[config.mk]
export PLATFORM = sky130hd
export DESIGN_NAME = trackball_quad_encoder
export DESIGN_NICKNAME = d
export VERILOG_FILES = /design/src/rtl/trackball_quad_encoder.sv
export SDC_FILE = /design/constraint.sdc
export NUM_CORES = 1
export LEC_CHECK = 0
export ABC_AREA = 1
export ABC_CLOCK_PERIOD_IN_PS = 4800
export BUFFER_PORTS_ARGS = -buffer_cell sky130_fd_sc_hd__buf_2
export CAP_MARGIN = 5
export CORE_UTILIZATION = 50
export CTS_BUF_LIST = sky130_fd_sc_hd__clkbuf_8
export DETAILED_ROUTE_END_ITERATION = 8
export HOLD_SLACK_MARGIN = 0.05
export PLACE_DENSITY = 0.78
export SYNTH_ARGS = -nofsm -noshare
export SYNTH_HDL_FRONTEND = slang
export SYNTH_SLANG_ARGS = --single-unit
export TNS_END_PERCENT = 5
[constraint.sdc]
create_clock -name clk -period 4.8 [get_ports clk]
set_input_delay 1.44 -clock clk [delete_from_list [all_inputs] [get_ports clk]]
set_output_delay 1.44 -clock clk [all_outputs]
set_load 0.03 [all_outputs]
[src/rtl/trackball_quad_encoder.sv]
`default_nettype none
// ============================================================================
// Module   : trackball_quad_encoder
// Brief    : Turns host mouse packets (signed dx/dy plus a packet toggle) into
//            rate-limited Gray-code quadrature phase pairs for two decoder axes.
// Revision : 1.0  initial release
// ============================================================================
module trackball_quad_encoder #(
    parameter int STEP_DIV = 1024,
    parameter int ACC_W    = 12,
    parameter int SHIFT    = 0,
    parameter int INV_X    = 0,
    parameter int INV_Y    = 0
) (
    input  logic              clk,
    input  logic              reset,
    input  logic              enable,
    input  logic              mouse_toggle,
    input  logic signed [8:0] dx,
    input  logic signed [8:0] dy,
    output logic              h_a,
    output logic              h_b,
    output logic              v_a,
    output logic              v_b,
    output logic              busy
);

    localparam int c_cnt_w = (STEP_DIV > 1) ? $clog2(STEP_DIV) : 1;
    localparam int c_del_w = 10 + SHIFT;
    // Headroom for acc + shifted delta - step before saturating.
    localparam int c_sum_w = ((ACC_W > c_del_w) ? ACC_W : c_del_w) + 2;
    localparam logic signed [c_sum_w-1:0] c_acc_max = c_sum_w'((1 << (ACC_W - 1)) - 1);
    localparam logic signed [c_sum_w-1:0] c_acc_min = -c_acc_max;
    localparam logic signed [c_sum_w-1:0] c_one     = c_sum_w'(1);

    logic [c_cnt_w-1:0]      r_count;
    logic                    r_prev_toggle;
    logic                    r_armed;
    logic signed [ACC_W-1:0] r_acc_x;
    logic signed [ACC_W-1:0] r_acc_y;
    logic [1:0]              r_h_ph;
    logic [1:0]              r_v_ph;
    logic                    r_busy;

    logic                    w_tick;
    logic                    w_packet;
    logic signed [ACC_W-1:0] w_acc_x_nxt;
    logic signed [ACC_W-1:0] w_acc_y_nxt;

    function automatic logic signed [ACC_W-1:0] acc_update(
        input logic signed [ACC_W-1:0] acc,
        input logic signed [8:0]       d,
        input logic                    inv,
        input logic                    take,
        input logic                    step
    );
        logic signed [c_sum_w-1:0] delta;
        logic signed [c_sum_w-1:0] sum;
        delta = '0;
        if (take) begin
            delta = c_sum_w'(d);
        end
        if (inv) begin
            delta = -delta;
        end
        delta = delta <<< SHIFT;
        sum   = c_sum_w'(acc) + delta;
        // The step direction comes from the accumulator before this packet lands.
        if (step && (acc > 0)) begin
            sum = sum - c_one;
        end else if (step && (acc < 0)) begin
            sum = sum + c_one;
        end
        if (sum > c_acc_max) begin
            sum = c_acc_max;
        end else if (sum < c_acc_min) begin
            sum = c_acc_min;
        end
        return sum[ACC_W-1:0];
    endfunction

    // {a,b} forward: 00 -> 10 -> 11 -> 01 -> 00; backward is the reverse.
    function automatic logic [1:0] phase_step(input logic [1:0] ph, input logic fwd);
        logic [1:0] nxt;
        nxt = ph;
        case (ph)
            2'b00:   nxt = fwd ? 2'b10 : 2'b01;
            2'b10:   nxt = fwd ? 2'b11 : 2'b00;
            2'b11:   nxt = fwd ? 2'b01 : 2'b10;
            default: nxt = fwd ? 2'b00 : 2'b11;
        endcase
        return nxt;
    endfunction

    assign w_tick      = (r_count == c_cnt_w'(STEP_DIV - 1));
    assign w_packet    = r_armed & (mouse_toggle ^ r_prev_toggle);
    assign w_acc_x_nxt = acc_update(r_acc_x, dx, (INV_X != 0), w_packet, w_tick);
    assign w_acc_y_nxt = acc_update(r_acc_y, dy, (INV_Y != 0), w_packet, w_tick);

    always_ff @(posedge clk or posedge reset) begin
        if (reset) begin
            r_count       <= '0;
            r_prev_toggle <= 1'b0;
            r_armed       <= 1'b0;
            r_acc_x       <= '0;
            r_acc_y       <= '0;
            r_h_ph        <= 2'b00;
            r_v_ph        <= 2'b00;
            r_busy        <= 1'b0;
        end else begin
            r_count       <= w_tick ? '0 : r_count + c_cnt_w'(1);
            r_prev_toggle <= mouse_toggle;
            r_armed       <= 1'b1;
            if (enable) begin
                r_acc_x <= w_acc_x_nxt;
                r_acc_y <= w_acc_y_nxt;
                r_busy  <= (w_acc_x_nxt != '0) | (w_acc_y_nxt != '0);
                if (w_tick && (r_acc_x != '0)) begin
                    r_h_ph <= phase_step(r_h_ph, r_acc_x > 0);
                end
                if (w_tick && (r_acc_y != '0)) begin
                    r_v_ph <= phase_step(r_v_ph, r_acc_y > 0);
                end
            end else begin
                r_acc_x <= '0;
                r_acc_y <= '0;
                r_busy  <= 1'b0;
            end
        end
    end

    assign h_a  = r_h_ph[1];
    assign h_b  = r_h_ph[0];
    assign v_a  = r_v_ph[1];
    assign v_b  = r_v_ph[0];
    assign busy = r_busy;

endmodule
`default_nettype wire

==> flow_results.org <==
** Global route
- The global routing stage identified its most utilized layer as met2.
- Number of antenna violations at the first check in global routing :: 0
- Largest net degree at the start of global routing :: 42
- Met2 routing resource usage after global routing :: 46.7%
- After global routing the overflow that remains totals 0.
- Met1 usage :: 32.7%
- First-pass GRT wire length :: 21.4 mm
- GR met3 Demand/Resource :: 2.14%
- Vias in the first global route :: 4929
- All-Layer GR Usage :: 26.0%

** Floorplanning
- DIE AREA :: 10300 um2
- Core Region :: 9420 um2
- Die height :: 101 um
- Row cnt :: 35
- In this run the count of I/O pins placed on the die edge is 27.
- The floorplan step set the die width to 101 um.
- For this configuration, the core starts out at a cell density of 52.4%.

** Drt
- Wire length after detailed routing :: 13.1 mm
- Drt first pass iters :: 5
- Dividing the detail-routed wire length by the instance count gives 12.0 um.
- The count of nets left with antenna violations once routing finished came out at 0.
- DRC Markers :: 0
- The detailed router placed 5528 vias in this run.
- Iter 0 DRT Violations :: 350
- After detailed routing, the number of vias per cell comes to 5.09.

** Yosys
- During synthesis, Yosys emitted a total of 0 warnings.
- Library cell with the largest summed area after synthesis :: sky130_fd_sc_hd__nand2_1
- Averaged over all synthesized cells, the footprint is 5.75 um2.
- Number of cells produced by synthesis :: 857
- The mapped netlist covers 4930 um2.
- Proportion of netlist area held by the largest area contributor :: 22.8%
- Sequential elements use 20.8% of the synthesized area.
- Number of enable-type register cells in the synthesized netlist :: 0
- The number of nets handed over by synthesis was 904.
- Most used standard cells in the synthesized netlist :: sky130_fd_sc_hd__nand2_1, sky130_fd_sc_hd__inv_1, sky130_fd_sc_hd__nor2_1
- Synthesis-stage register bit count :: 41
- Cell variety after synth :: 40
- Top-count cell post-synth :: sky130_fd_sc_hd__nand2_1
- Most common flop cell mapped by yosys :: sky130_fd_sc_hd__dfrtp_1
- Of all flip-flops after synthesis, the portion carrying an async set or reset was 100%.
- In the post-synthesis netlist, the biggest area contributors are sky130_fd_sc_hd__nand2_1, sky130_fd_sc_hd__dfrtp_1, sky130_fd_sc_hd__inv_1.

** Clocking
- Max clock buf depth :: 2
- Clock insertion delay at the later pin of the skew report :: 0.31 ns
- The tree is rooted in a sky130_fd_sc_hd__clkbuf_8.
- TritonCTS built the clock tree.
- CTS Buf Count :: 5
- Reg clk slew, reported paths :: 0.09 ns
- The H-tree generated during clock tree synthesis spans 2 levels.
- Number of clock sinks seen by CTS :: 41
- For this design, the CTS-stage hold fixing added 0 buffers.

** STA
- Number of pins with negative max-slew slack in the final report :: 0
- Time the final worst path needs with I/O delays and setup :: 4.65 ns
- The final hold violation count came to 0.
- After layout, the worst setup slack is 0.147 ns.
- Based on the critical path, the design can be clocked at up to 215 MHz.
- At the pin with the least slew margin, the transition time is 0.685 ns.
- Final critical-path share of the clock period :: 96.9%
- Setup violations remaining at the end of the flow were counted as 0.
- Slew Limit Headroom :: 54.3%
- The clock arrives with 0.0111 ns of skew.

** Worst setup path
- Max incr delay on CP :: 0.47 ns
- Worst path required time :: 4.95 ns
- Largest fanout of any net on the critical path :: 8
- Cell mode on critical path :: sky130_fd_sc_hd__inv_1
- The worst setup path is of the input port to flop kind.
- Slowest library cell on the worst path :: sky130_fd_sc_hd__fa_2
- Startpoint kind of the worst setup timing path :: input port
- Worst Setup End Kind :: flop
- For the worst setup path, the data arrival time is 4.81 ns.

** Outcome
- Run status :: complete, no violations

** Finish
- Fill cells in the final layout number 872.
- Cells with a size suffix above 1 make up 20.9% of the layout.
- Register area :: 1030 um2
- Number of antenna repair diodes :: 0
- Area delta synth->final :: 22.7%
- Final Instance Area :: 6050 um2
- In the final layout, the multi-input gates occupy 3480 um2.
- After the last flow step, the layout net total stands at 1004.

** Run
- Maximum capacitance violations :: 0

** Power and ir drop
- Maximum vdd ir drop :: 0.000143 V
- In this run the power density over the cells is 281 nW/um2.
- For this design the static power due to leakage is 3.46 nW.

** Min path
- The path class of the tightest hold or removal check is flop to flop.

** Place
- Final Wtd Congestion :: 0.947
- Count of buffers from port buffering :: 26
- Before CTS, the worst setup slack after placement is -0.260 ns.
- Detailed placement ended at an HPWL of 10.2 mm.
- Once placement finished, the instance area stood at 5620 um2.
stage by stage:
stage / power, mW / std cells / TNS [ns] / hold WS [ns] / utilization (%)
3_5_place_dp: 1.26 / 1065 / -1.02 / 0.478 / 59.7
5_1_grt: 1.83 / 1087 / -0.131 / 0.518 / 64.2
2_1_floorplan: 0.967 / 857 / 0 / 0.449 / -
6_report: 1.70 / 1087 / 0 / 0.499 / 64.2
4_1_cts: 1.61 / 1073 / 0 / 0.496 / 61.1
3_3_place_gp: 1.26 / 1065 / -0.317 / 0.475 / 59.7
flip-flops by register name, indices dropped and copies added (netlist names):
name           cells
r_v_ph             2
r_armed            1
r_h_ph             2
r_acc_y           12
r_acc_x           12
busy               1
r_prev_toggle      1
r_count           10
critical path: cells and delay by family:
family / cells / cell delay (ns)
AOI/OAI and AO/OA: 2 / 0.14
adders and majority gates: 3 / 0.82
buffers and inverters: 7 / 0.63
and+or+nand+nor: 17 / 1.76
cells in the final DEF (no fill, tap or decap), types with 5 or more instances in the layout:
cell,count
sky130_fd_sc_hd__clkbuf_8,5
sky130_fd_sc_hd__nor2_2,17
sky130_fd_sc_hd__nor2_1,80
sky130_fd_sc_hd__dfrtp_1,41
sky130_fd_sc_hd__xor2_1,8
sky130_fd_sc_hd__nor2_4,8
sky130_fd_sc_hd__inv_2,5
sky130_fd_sc_hd__nand3_1,82
sky130_fd_sc_hd__o21ai_1,9
sky130_fd_sc_hd__nand3_2,11
sky130_fd_sc_hd__nor3_1,7
sky130_fd_sc_hd__nand2_1,291
sky130_fd_sc_hd__o21ai_0,15
sky130_fd_sc_hd__nand4_1,21
sky130_fd_sc_hd__buf_2,26
sky130_fd_sc_hd__buf_4,74
sky130_fd_sc_hd__nand2_2,21
sky130_fd_sc_hd__ha_1,19
sky130_fd_sc_hd__a21oi_1,34
sky130_fd_sc_hd__inv_1,135
cell type report:
type	instances	area share, %
clock buffers	5	1.14
repair buffers	101	11.5
clock inverters	3	1.14
well taps	129	2.67
inverters	144	9.02
flip-flops and latches	41	17.0
multi-input cells	664	57.6
cell families (layout without fill, tap and decap cells):
family	after synthesis	in the layout	synth area share, %
buf+inv	152	253	12.4
fa+ha+maj	25	25	6.65
simple gates	557	557	50.2
xor+xnor	11	11	1.95
flops	41	41	20.8
compound gates	69	69	7.71
mux	1	1	0.203
other cells	1	1	0.0760
timing repair:
item / 4_1_cts / 5_1_grt
buffers inserted: 0 / 14
resized for setup: 0 / 56
endpoints found under the setup margin: 0 / 23
power by group:
part	leakage [nW]	switching, mW	total, mW	internal [mW]
combinational	2.86	0.557	0.939	0.382
sequential	0.526	0.0383	0.418	0.380
clock	0.0687	0.134	0.343	0.209
total	3.45	0.729	1.70	0.971
metal layers:
metal / vias up / wire length (um)
met1: 2443 / 5740
met3: 30 / 606
met5: - / 0
met2: 162 / 6400
met4: 0 / 346
li1: 2893 / -
path summary, 6_finish.rpt:
| kind | from | to | slack [ns] | depth (start not counted) |
|---|---|---|---|---|
| max | mouse_toggle | busy$_DFF_PP0_ | 0.15 | 29 |
| min | r_count[2]$_DFF_PP0_ | r_count[2]$_DFF_PP0_ | 0.50 | 1 |
| max reg2reg | r_armed$_DFF_PP0_ | busy$_DFF_PP0_ | 0.98 | 26 |
| min reg2reg | r_count[2]$_DFF_PP0_ | r_count[2]$_DFF_PP0_ | 0.50 | 1 |
| max in group asynchronous | reset | r_acc_y[11]$_DFF_PP0_ | 3.21 | 3 |
| min in group asynchronous | reset | r_v_ph[0]$_DFFE_PP0P_ | 1.23 | 3 |
Note: power is estimated with default switching activity, not from simulation.
